[src/rtl/demux_sched_pkg.sv]
`default_nettype none
// ============================================================================
// Module   : demux_sched_pkg
// Brief    : Shared types, constants and helpers for the burst demux scheduler.
// Revision : 1.0
// ============================================================================
package demux_sched_pkg;

    localparam int NCH   = 16;
    localparam int SEL_W = 4;

    typedef enum logic [1:0] {
        IDLE  = 2'd0,
        SEEK  = 2'd1,
        ROUTE = 2'd2
    } state_t;

    function automatic logic [NCH-1:0] onehot(input logic [SEL_W-1:0] sel);
        logic [NCH-1:0] v;
        v      = '0;
        v[sel] = 1'b1;
        return v;
    endfunction

endpackage
`default_nettype wire

[src/rtl/demux_1x16.sv]
`default_nettype none
// ============================================================================
// Module   : demux_1x16
// Brief    : Combinational 1-to-16 bit demultiplexer (y = d << sel).
// Revision : 1.0
// ============================================================================
module demux_1x16
    import demux_sched_pkg::*;
(
    input  logic             i_d,
    input  logic [SEL_W-1:0] i_sel,
    output logic [NCH-1:0]   o_y
);

    always_comb begin
        o_y        = '0;
        o_y[i_sel] = i_d;
    end

endmodule
`default_nettype wire

[src/rtl/demux_burst_sched_find.sv]
`default_nettype none
// ============================================================================
// Module   : rr_find_next
// Brief    : Wrapping priority search for the first enabled channel at/above ptr.
// Revision : 1.0
// ============================================================================
module rr_find_next
    import demux_sched_pkg::*;
(
    input  logic [NCH-1:0]   i_mask,
    input  logic [SEL_W-1:0] i_ptr,
    output logic [SEL_W-1:0] o_nxt,
    output logic             o_found,
    output logic             o_is_last
);

    always_comb begin
        logic [SEL_W-1:0] w_idx;
        o_nxt = i_ptr;
        // Scan downward so the lowest wrapped offset wins.
        for (int i = NCH - 1; i >= 0; i--) begin
            w_idx = i_ptr + SEL_W'(i);
            if (i_mask[w_idx]) begin
                o_nxt = w_idx;
            end
        end
    end

    always_comb begin
        o_is_last = 1'b1;
        for (int j = 0; j < NCH; j++) begin
            if (i_mask[j] && (j > int'(o_nxt))) begin
                o_is_last = 1'b0;
            end
        end
    end

    assign o_found = |i_mask;

endmodule
`default_nettype wire

[src/rtl/demux_burst_sched.sv]
`default_nettype none
// ============================================================================
// Module   : demux_burst_sched
// Brief    : Round-robin burst scheduler driving a 1x16 demux with registered
//            one-hot data and valid strobes.
// Revision : 1.0
// ============================================================================
module demux_burst_sched
    import demux_sched_pkg::*;
#(
    parameter int BURST_W = 8
) (
    input  logic               clk,
    input  logic               rst,
    input  logic               start,
    input  logic               stop,
    input  logic [BURST_W-1:0] burst_len,
    input  logic [NCH-1:0]     chan_en,
    input  logic               data_in,
    input  logic               in_valid,
    output logic               in_ready,
    output logic [SEL_W-1:0]   sel,
    output logic [NCH-1:0]     y,
    output logic [NCH-1:0]     y_valid,
    output logic               busy,
    output logic               frame_done
);

    state_t             r_state;
    state_t             w_state_nxt;
    logic [SEL_W-1:0]   r_ptr;
    logic [SEL_W-1:0]   r_sel;
    logic [BURST_W-1:0] r_cnt;
    logic [BURST_W-1:0] r_len_q;
    logic               r_stop_pend;
    logic               r_last_chan;
    logic [NCH-1:0]     r_y;
    logic [NCH-1:0]     r_y_valid;
    logic               r_frame_done;

    logic [SEL_W-1:0]   w_nxt;
    logic               w_found;
    logic               w_is_last;
    logic [NCH-1:0]     w_demux_y;
    logic               w_in_ready;
    logic               w_xfer;
    logic               w_last_beat;
    logic               w_seek_exit;
    logic               w_start_ok;

    rr_find_next u_find (
        .i_mask    (chan_en),
        .i_ptr     (r_ptr),
        .o_nxt     (w_nxt),
        .o_found   (w_found),
        .o_is_last (w_is_last)
    );

    demux_1x16 u_demux (
        .i_d   (data_in),
        .i_sel (r_sel),
        .o_y   (w_demux_y)
    );

    assign w_start_ok  = start && (chan_en != '0);
    assign w_seek_exit = !w_found || r_stop_pend || stop;
    assign w_last_beat = (r_cnt == (r_len_q - 1'b1));
    assign w_xfer      = in_valid && w_in_ready;

    always_comb begin
        w_state_nxt = r_state;
        w_in_ready  = 1'b0;
        case (r_state)
            IDLE: begin
                if (w_start_ok) begin
                    w_state_nxt = SEEK;
                end
            end
            SEEK: begin
                w_state_nxt = w_seek_exit ? IDLE : ROUTE;
            end
            ROUTE: begin
                w_in_ready = 1'b1;
                if (in_valid && w_last_beat) begin
                    w_state_nxt = SEEK;
                end
            end
            default: begin
                w_state_nxt = IDLE;
            end
        endcase
    end

    always_ff @(posedge clk) begin
        if (rst) begin
            r_state <= IDLE;
        end else begin
            r_state <= w_state_nxt;
        end
    end

    always_ff @(posedge clk) begin
        if (rst) begin
            r_ptr        <= '0;
            r_sel        <= '0;
            r_cnt        <= '0;
            r_len_q      <= BURST_W'(1);
            r_stop_pend  <= 1'b0;
            r_last_chan  <= 1'b0;
            r_y          <= '0;
            r_y_valid    <= '0;
            r_frame_done <= 1'b0;
        end else begin
            r_y          <= w_xfer ? w_demux_y : '0;
            r_y_valid    <= w_xfer ? onehot(r_sel) : '0;
            r_frame_done <= w_xfer && w_last_beat && r_last_chan;
            case (r_state)
                IDLE: begin
                    if (w_start_ok) begin
                        r_len_q <= (burst_len == '0) ? BURST_W'(1) : burst_len;
                        r_ptr   <= '0;
                    end
                end
                SEEK: begin
                    if (w_seek_exit) begin
                        r_stop_pend <= 1'b0;
                    end else begin
                        r_sel       <= w_nxt;
                        r_cnt       <= '0;
                        // Mask is only sampled here, so frame end is decided per visit.
                        r_last_chan <= w_is_last;
                    end
                end
                ROUTE: begin
                    if (stop) begin
                        r_stop_pend <= 1'b1;
                    end
                    if (w_xfer) begin
                        r_cnt <= r_cnt + 1'b1;
                        if (w_last_beat) begin
                            r_ptr <= r_sel + SEL_W'(1);
                        end
                    end
                end
                default: begin
                end
            endcase
        end
    end

    assign in_ready   = w_in_ready;
    assign busy       = (r_state != IDLE);
    assign sel        = r_sel;
    assign y          = r_y;
    assign y_valid    = r_y_valid;
    assign frame_done = r_frame_done;

endmodule
`default_nettype wire

[config.mk]
export PLATFORM = sky130hd
export DESIGN_NAME = demux_burst_sched
export DESIGN_NICKNAME = d
export VERILOG_FILES = /design/src/rtl/demux_sched_pkg.sv /design/src/rtl/demux_1x16.sv /design/src/rtl/demux_burst_sched_find.sv /design/src/rtl/demux_burst_sched.sv
export SDC_FILE = /design/constraint.sdc
export NUM_CORES = 1
export LEC_CHECK = 0
export ABC_AREA = 1
export BUFFER_PORTS_ARGS = -buffer_cell sky130_fd_sc_hd__buf_2
export CAP_MARGIN = 20
export CORE_ASPECT_RATIO = 0.75
export CORE_UTILIZATION = 55
export CTS_BUF_LIST = sky130_fd_sc_hd__clkbuf_8
export CTS_CLUSTER_SIZE = 28
export DETAILED_ROUTE_END_ITERATION = 16
export GPL_TIMING_DRIVEN = 0
export PLACE_DENSITY = 0.74
export SYNTH_ARGS = -nofsm -noshare
export SYNTH_HDL_FRONTEND = slang
export SYNTH_SLANG_ARGS = --single-unit
[constraint.sdc]
create_clock -name clk -period 9.6 [get_ports clk]
set_clock_uncertainty 0.15 [all_clocks]
set_input_delay 2.4 -clock clk [delete_from_list [all_inputs] [get_ports clk]]
set_output_delay 2.4 -clock clk [all_outputs]
set_load 0.005 [all_outputs]
# After elaboration in Yosys (flattened, before gate mapping)
# Cells that the tools add are included.
[op_classes]
order_cmp = 33
addsub = 18
bitwise = 3
eq_ne = 10
n_mux = 81
n_reduce_logical = 38
[op_table]
columns = ["cell", "n"]
rows = [
  ["< comparator 4 x 5 -> 1 bit (second input constant)", 17],
  ["two-way mux 4 bit", 19],
  ["binary-select mux 1 bit (select 4 bit)", 16],
  ["two-way mux 1 bit", 35],
  ["adder 4 bit (second input constant)", 8],
  ["greater-than comparator 4 bit (first input constant)", 8],
  ["two-way mux 8 bit", 3],
  ["logical AND 1 bit", 21],
  ["adder 4 x 3 -> 4 bit (second input constant)", 4],
  ["AND 16 bit", 1],
  ["greater-than comparator 3 x 4 -> 1 bit (first input constant)", 4],
  ["case mux 8 bit (2 select lines)", 1],
  ["nonzero test 16 bit", 1],
  ["OR reduction 16 bit", 1],
  ["inequality test 2 bit (second input constant)", 7],
  ["adder 4 x 1 -> 4 bit (second input constant)", 2],
  ["adder 4 x 2 -> 4 bit (second input constant)", 2],
  ["adder 8 x 1 -> 8 bit (second input constant)", 1],
  ["equality test 8 bit", 1],
  ["greater-than comparator 2 x 4 -> 1 bit (first input constant)", 2],
  ["zero test 8 bit", 1],
  ["case mux 4 bit (2 select lines)", 1],
  ["subtractor 8 x 1 -> 8 bit (second input constant)", 1],
  ["two-way mux 2 bit", 3],
  ["16 further kinds", 23],
]
[word_totals]
inputBits = 30
out_inout_bits = 39
elab_cells = 193
ff_bits = 61

# Longest topological paths before layout
# Gate-level depths: netlist of run 1.
[logic_depth]
depth_word = 36
ltp_mapped = 38
ltp_nobuf = 36

# Modules after synthesis
# Synthesis of run 1 repeated with hierarchy kept, for this count alone.
[hier_totals]
cells_unflattened = 765
area_unflattened_um2 = 4529.3
[modules_own_cells]
columns = ["module", "cells_each", "n_inst", "area_per_inst_um2", "seq_area_each_um2"]
rows = [
  ["demux_burst_sched", 332, 1, 2518.7, 1221.2],
  ["rr_find_next", 401, 1, 1884.3, 0.0],
  ["demux_1x16", 32, 1, 126.4, 0.0],
]

# Least setup slack after synthesis of run 1
# No wires, ideal clock.
[synth_timing]
path_type = "in2reg"
startpoint = "input port chan_en[13]"
endpoint = "register r_last_chan"
setup_ps = 112
path_buffers = 0
arrival_time_ps = 4154
slack_ps = 5184
required_ps = 9338
path_stages = 32
path_cell_list = "nand2_1 > nand3_1 > nand3_1 > nand2_1 > nand2_1 > nand2_2 > a21oi_1 > nand2_1 > nand2_1 > nand2_1 > nand2_1 > nand2_1 > nand2_1 > nand2_1 > nand2_1 > nand2_1 > nand2_1 > nand2_1 > nand2_1 > nand2_1 > nand2_1 > nand2_1 > nand2_2 > nand2_2 > nand2_1 > nand2_1 > nand2_1 > nor2_1 > nand2_1 > nand2_1 > nand2_1 > nand2_1"
[synth_via]
elab_chain_len = 35
word_cells_on_any_way = 99
cone_classes = "order compare: 15; mux: 63; bitwise: 1; reduce/logical: 20"
[synth_lines]
columns = ["element", "line_no", "source"]
rows = [
  ["start: declaration", "demux_burst_sched.sv:18", "input logic [NCH-1:0] chan_en,"],
  ["binary-select mux 1 bit (select 4 bit)", "demux_burst_sched_find.sv:23", "if (i_mask[w_idx]) begin"],
  ["two-way mux 1 bit (not written as such)", "demux_burst_sched_find.sv:23", ""],
  ["two-way mux 4 bit (16 in a row)", "demux_burst_sched_find.sv:23", ""],
  ["greater-than comparator 1 x 4 -> 1 bit", "demux_burst_sched_find.sv:32", "if (i_mask[j] && (j > int'(o_nxt))) begin"],
  ["logical AND 1 bit", "demux_burst_sched_find.sv:32", ""],
  ["two-way mux 1 bit (15 in a row)", "demux_burst_sched_find.sv:32", ""],
  ["end signal: assignment", "demux_burst_sched.sv:131", "r_last_chan <= w_is_last;"],
  ["end: declaration", "demux_burst_sched.sv:36", "logic r_last_chan;"],
]
# Several ways; a longest one is shown, not always the timed one. The select of a mux whose other input is x is not followed.
# A chain may end at the register's enable or synchronous reset.

# Final worst setup path of run 1
[layout_timing]
startpoint = "input port chan_en[12]"
endpoint = "register r_last_chan"
# The elaborated chain is that of the path after synthesis.

==> results of run 1 <==
[final timing paths]
kind                from     endpoint  slack (ns)  depth (start not counted)
min          r_last_chan   frame_done        0.32                          2
min reg2reg  r_last_chan   frame_done        0.32                          2
max          chan_en[12]  r_last_chan        4.92                         34
max reg2reg     r_ptr[1]  r_last_chan        5.58                         33
[placed cells by master (no fill, tap or decap), drive strengths merged]
master / instances
nand3b: 1
nor4: 6
xnor2: 4
nor3: 22
o21a: 1
clkbuf: 13
inv: 85
clkinvlp: 1
or2: 1
buf: 77
a22oi: 2
o32ai: 1
nand2: 236
dfxtp: 61
or4: 1
clkinv: 4
o21ai: 23
xor2: 12
a21oi: 42
ha: 17
o21bai: 1
nor3b: 1
nor2: 48
o211ai: 1
nand4: 3
o22ai: 4
a311oi: 1
bufinv: 2
a31oi: 1
nand3: 88
o211a: 1
[worst min-delay path, stage by stage, from the launching register on]
cell	delay [ns]
dfxtp_1	0.31
nand2_1	0.06
nor2_1	0.05
[sequential cells by signal, summed over array words and instances (netlist names)]
| register | flops |
|---|---|
| r_stop_pend | 1 |
| y | 16 |
| r_ptr | 4 |
| frame_done | 1 |
| r_state | 2 |
| r_cnt | 8 |
| sel | 4 |
| y_valid | 16 |
| r_len_q | 8 |
| r_last_chan | 1 |
[per-layer routing]
metal	share of wire, %	global-route usage [%]
met5	0	0
met4	0.84	5.35
met3	10	6.94
met2	40	43.7
met1	49	47.3
[final cells by class]
cell class	count	area, um2
Buffer	14	98.8
Sequential cell	61	1220
Multi-Input combinational cell	518	2580
Tap cell	101	126
Timing Repair Buffer	67	335
Clock inverter	7	98.8
Clock buffer	9	124
Fill cell	716	2490
Inverter	85	325
[kinds of logic (layout without fill, tap and decap cells)]
kind of cell | after synthesis | after routing | synth area share (%)
simple gates | 407 | 407 | 42.3
buf+inv | 99 | 182 | 10.0
compound gates | 78 | 78 | 10.1
flops | 61 | 61 | 28.9
fa+ha+maj | 17 | 17 | 5.03
xor+xnor | 16 | 16 | 3.67
[power by group through the flow]
stage	registers (mW)	clock network [mW]	logic, mW
5_1_grt	0.293	0.272	0.639
6_report	0.291	0.255	0.565
3_3_place_gp	0.295	0	0.537
3_5_place_dp	0.296	0	0.549
4_1_cts	0.291	0.258	0.551
2_1_floorplan	0.293	0	0.419
[stage by stage]
step	util, %	setup WS (ns)	hold WS [ns]	area [um2]	power, mW
2_1_floorplan	-	5.18	0.273	4230	0.712
3_3_place_gp	63.4	4.63	0.301	4690	0.832
3_5_place_dp	63.4	4.58	0.304	4690	0.845
4_1_cts	66.4	4.95	0.314	4910	1.10
5_1_grt	66.4	4.51	0.323	4910	1.20
6_report	66.4	4.92	0.317	4910	1.11
==> results.ini, run 1 <==
[run_status]
status=finished clean

[placement]
portBuffers=67
gp_congestion=0.953
hpwlAfterDp_um=9360
dpl.cell_count=846

[grt]
track_usage_pct=30.9
grt_pass1_wl_um=19100
grt_overflow=0
antenna_found_initial=0
grt_pass1_vias=4014
grt_max_degree=14

[detailed_routing]
final_antenna_net_count=0
vias=4670
drt_drc_violations_left=0
routedWlPerCell_um=13.7
dr.pass1.iters=7
routed_wl_um=11800
via_per_inst=5.42
first_iter_violations=517

[power_and_ir_drop]
power.leakage_nw=2.58
pwr-share-comb_pct=50.9
seq_power_share_pct=26.2
switching_power_uw=507
p_per_area_nw_per_um2=226
sw_frac_of_total_pct=45.6
ir_drop_mv=0.122
power_frac_clock_pct=22.9
internal_power_uw=604

[clock_tree]
cts_sinks=61
cts_resized=0
root_buffer=clkbuf_8
cts_htree_levels=3
cts_setup_buffers=0
clk_latency_ns=0.34
cts_tree=built
cts_made_buffers=9
cts.clk_slew.worst_paths_ns=0.07
cts.path.max_buffers=2
ctsHoldBuffers=0

[logic_synthesis]
yosysMostFrequentCell=nand2_1
synth.net_count=725
ys_top_cells_by_count=nand2_1 (216), nand3_1 (82), inv_1 (73)
synth-edff-count=0
syn_area_per_cell_um2=6.24
yosys.area.top_type=dfxtp_1
synthesis.area_um2=4230
synthTopCellsByArea=dfxtp_1 (29%), nand2_1 (19%), nand3_1 (9.7%)
synth_seq_cells=61
synth.distinct_cells=41
synthCells=678
synth_top_area_share_pct=28.9
ys_seq_area_share_pct=28.9
ys.flop_type=dfxtp_1
yosys_warnings=0
synthArstFlopShare_pct=0

[timing]
tns_ns=0
setup_violations=0
min_period_over_period_pct=48.7
max_slew_margin_pct=61.2
rsz0062_at_grt=false
hold_viol_final=0
max_freq_mhz=214
period_needed_ns=4.68
final_max_slew_viol_count=0
worstMarginPinSlew_ns=0.576

[setup_path]
cp_max_fo=5
path_common_cell=nand2_1
critPathTopFamily=simple AND/OR/NAND/NOR gates
cp-start-kind=input port
cp.arrival_ns=4.77
slowest_stage=nand2_1
crit_required_ns=9.70
path_class=in -> reg
critPathMaxStageDelay_ns=0.17
endpoint_kind=flop
cp_num_buf_inv=4

[cells_and_area]
finalNonFillerCells=862
drive_gt1_share_pct=17.9
diodes=0
area_delta_synth_final_pct=16.2
nets=803

[floorplanning]
coreArea_um2=7400
fp.dieArea_um2=8050
die_w_um=103
die_y_um=77.9
initial_core_util_pct=57.1
ioPinCount=69
fp-row-count=27

[job]
max_cap_viol_count=0

[worst_hold_path]
worst_hold_path_type=reg -> reg

Note: power is estimated with default switching activity, not from simulation.
==> inputs of run 2 (changes only) <==
--- a/config.mk
+++ b/config.mk
@@ -9,12 +9,12 @@
 export BUFFER_PORTS_ARGS = -buffer_cell sky130_fd_sc_hd__buf_2
 export CAP_MARGIN = 20
 export CORE_ASPECT_RATIO = 0.75
-export CORE_UTILIZATION = 55
+export CORE_UTILIZATION = 53
 export CTS_BUF_LIST = sky130_fd_sc_hd__clkbuf_8
 export CTS_CLUSTER_SIZE = 28
 export DETAILED_ROUTE_END_ITERATION = 16
 export GPL_TIMING_DRIVEN = 0
-export PLACE_DENSITY = 0.74
+export PLACE_DENSITY = 0.75
 export SYNTH_ARGS = -nofsm -noshare
 export SYNTH_HDL_FRONTEND = slang
 export SYNTH_SLANG_ARGS = --single-unit
==> constraint.sdc (replaced) <==
create_clock -name clk -period 3.9 [get_ports clk]
set_clock_uncertainty 0.15 [all_clocks]
set_input_delay 0.975 -clock clk [delete_from_list [all_inputs] [get_ports clk]]
set_output_delay 0.975 -clock clk [all_outputs]
set_load 0.005 [all_outputs]
==> run 2 against run 1 <==
  * Setup slack got worse by 4.6 ns
  * Hold slack got worse by 0.019 ns
  * Critical path depth is 1 lower
  * Via count grew 1.8%
  * Die area up 3.7%
  * Total power increased by 140%
  * Routed wire length up 5.1%
  * Register-to-register slack worse by 5.3 ns
  * Non-clock buffer count grew 1
  * Utilization fell by 0.34 points
  * Combinational power grew to 2.6 times the previous value
  * Largest power group unchanged
==> results.ini, run 2 (synthesis gave the netlist of run 1 again) <==
[run_status]
status=finished clean

[detailed_routing]
drt_drc_violations_left=0  ; unchanged
vias=4752  ; +1.8%
routedWlPerCell_um=14.4  ; +4.9%
via_per_inst=5.51  ; +1.6%
first_iter_violations=398  ; -23%
dr.pass1.iters=5  ; -2
routed_wl_um=12400  ; +5.1%
final_antenna_net_count=0  ; unchanged

[grt]
grt_max_degree=14  ; unchanged
track_usage_pct=30.2  ; -0.68 points
antenna_found_initial=0  ; unchanged
grt_overflow=0  ; unchanged
grt_pass1_vias=4081  ; +1.7%
grt_pass1_wl_um=19700  ; +3.3%

[floorplanning]
coreArea_um2=7530  ; +1.8%
die_y_um=79.4  ; +1.8%
fp-row-count=27  ; unchanged
die_w_um=105  ; +1.8%
fp.dieArea_um2=8340  ; +3.7%
ioPinCount=69  ; unchanged
initial_core_util_pct=56.1  ; -1.0 points

[job]
max_cap_viol_count=0  ; unchanged

[clock_tree]
ctsHoldBuffers=0  ; unchanged
cts_made_buffers=9  ; unchanged
cts.clk_slew.worst_paths_ns=0.07  ; about the same
root_buffer=clkbuf_8
cts.path.max_buffers=2  ; unchanged
cts_tree=built
cts_sinks=61  ; unchanged
cts_htree_levels=3  ; unchanged
clk_latency_ns=0.34  ; about the same

[setup_path]
cp_max_fo=10  ; +5
path_class=reg -> reg
crit_required_ns=4.03  ; -5.67 ns
cp.arrival_ns=3.76  ; -1.01 ns
slowest_stage=dfxtp_2
critPathMaxStageDelay_ns=0.34  ; +0.17 ns
path_common_cell=nand2_1
cp-start-kind=flop
endpoint_kind=flop

[cells_and_area]
final_common_cell=nand2_1
finalNonFillerCells=863  ; +0.12%
drive_gt1_share_pct=20.1  ; +2.2 points
n_fill_cell=709  ; -0.98%
mostFrequentLayoutCells=nand2_1 (209), nand3_1 (79), inv_1 (72), buf_2 (68), dfxtp_1 (58)
area_delta_synth_final_pct=17.7
diodes=0  ; unchanged
nets=804  ; +0.12%
final_cell_area_um2=4980  ; +1.3%

[timing]
final_max_slew_viol_count=0  ; unchanged
hold_viol_final=0  ; unchanged
min_period_over_period_pct=92.9
max_slew_margin_pct=62.9  ; +1.7 points
worstMarginPinSlew_ns=0.550  ; -0.0258 ns
max_freq_mhz=276
period_needed_ns=3.62
whs_ns=0.298  ; -0.0190 ns
rsz0062_at_grt=false
setup_violations=0  ; unchanged

[power_and_ir_drop]
p_per_area_nw_per_um2=537  ; +140%
power.leakage_nw=2.58  ; about the same
ir_drop_mv=0.347  ; +180%

[worst_hold_path]
worst_hold_path_type=reg -> reg

[placement]
portBuffers=67  ; unchanged
gp_congestion=0.942  ; -1.2%
dpl.cell_count=846  ; unchanged
dpl-instance-area_um2=4690  ; unchanged
hpwlAfterDp_um=9700  ; +3.7%

==> run 2: cell types whose count changed in the layout (fill, tap and decap cells not counted), sizes merged <==
cell      previous run  this run
bufinv               2         0
buf                 77        78
clkinv               4         5
clkinvlp             1         2
==> run 2: worst paths after layout <==
check | from | endpoint | slack (ns) | cells past startpoint
min reg2reg | r_last_chan | frame_done | 0.30 | 2
max reg2reg | r_ptr[0] | r_last_chan | 0.28 | 33
min | r_last_chan | frame_done | 0.30 | 2
max | r_ptr[0] | r_last_chan | 0.28 | 33
==> run 2: where the power goes <==
group / switching, mW / internal [mW]
Clock: 0.259 / 0.232
Combinational: 0.974 / 0.489
Sequential: 0.0442 / 0.673
==> run 2: layout make-up <==
| type | count | area [um2] | share of cell area (%) |
|---|---|---|---|
| well taps | 101 | 126 | 2.54 |
| plain buffers | 14 | 121 | 2.44 |
| repair buffers | 68 | 343 | 6.89 |
| inverters | 85 | 325 | 6.54 |
| multi-input cells | 518 | 2660 | 53.4 |
| clock inverters | 7 | 51.3 | 1.03 |
| flip-flops and latches | 61 | 1230 | 24.7 |
| clock buffers | 9 | 124 | 2.49 |
==> run 2: critical path: cells and delay by family (launching register included) <==
kind | cells | cell delay [ns]
flip-flops | 1 | 0.34
buffers and inverters | 4 | 0.51
AND/OR/NAND/NOR | 25 | 1.97
AO/OA/AOI/OAI | 3 | 0.33
adder cells (fa/ha/maj) | 1 | 0.29
==> run 2: timing repair <==
item,CTS,global route
buffers inserted,0,1
pin swaps,0,2
gates resized for setup,2,28
endpoints found under the setup margin,1,2
==> run 2: routing by layer <==
layer,part of all wire (%),global-route usage (%)
met5,0,0
met4,0.61,4.65
met3,11,6.65
met2,39,43.6
met1,49,45.9
==> run 2: stage by stage <==
stage	total power [mW]	utilization (%)	setup TNS, ns	setup WS, ns
CTS	2.58	64.6	0	0.0391
floorplan	1.75	-	0	0.689
global placement	2.06	62.2	-0.0468	-0.0468
detailed placement	2.08	62.2	-0.132	-0.132
global route	2.89	66.1	0	0.00223
finish	2.67	66.1	0	0.276
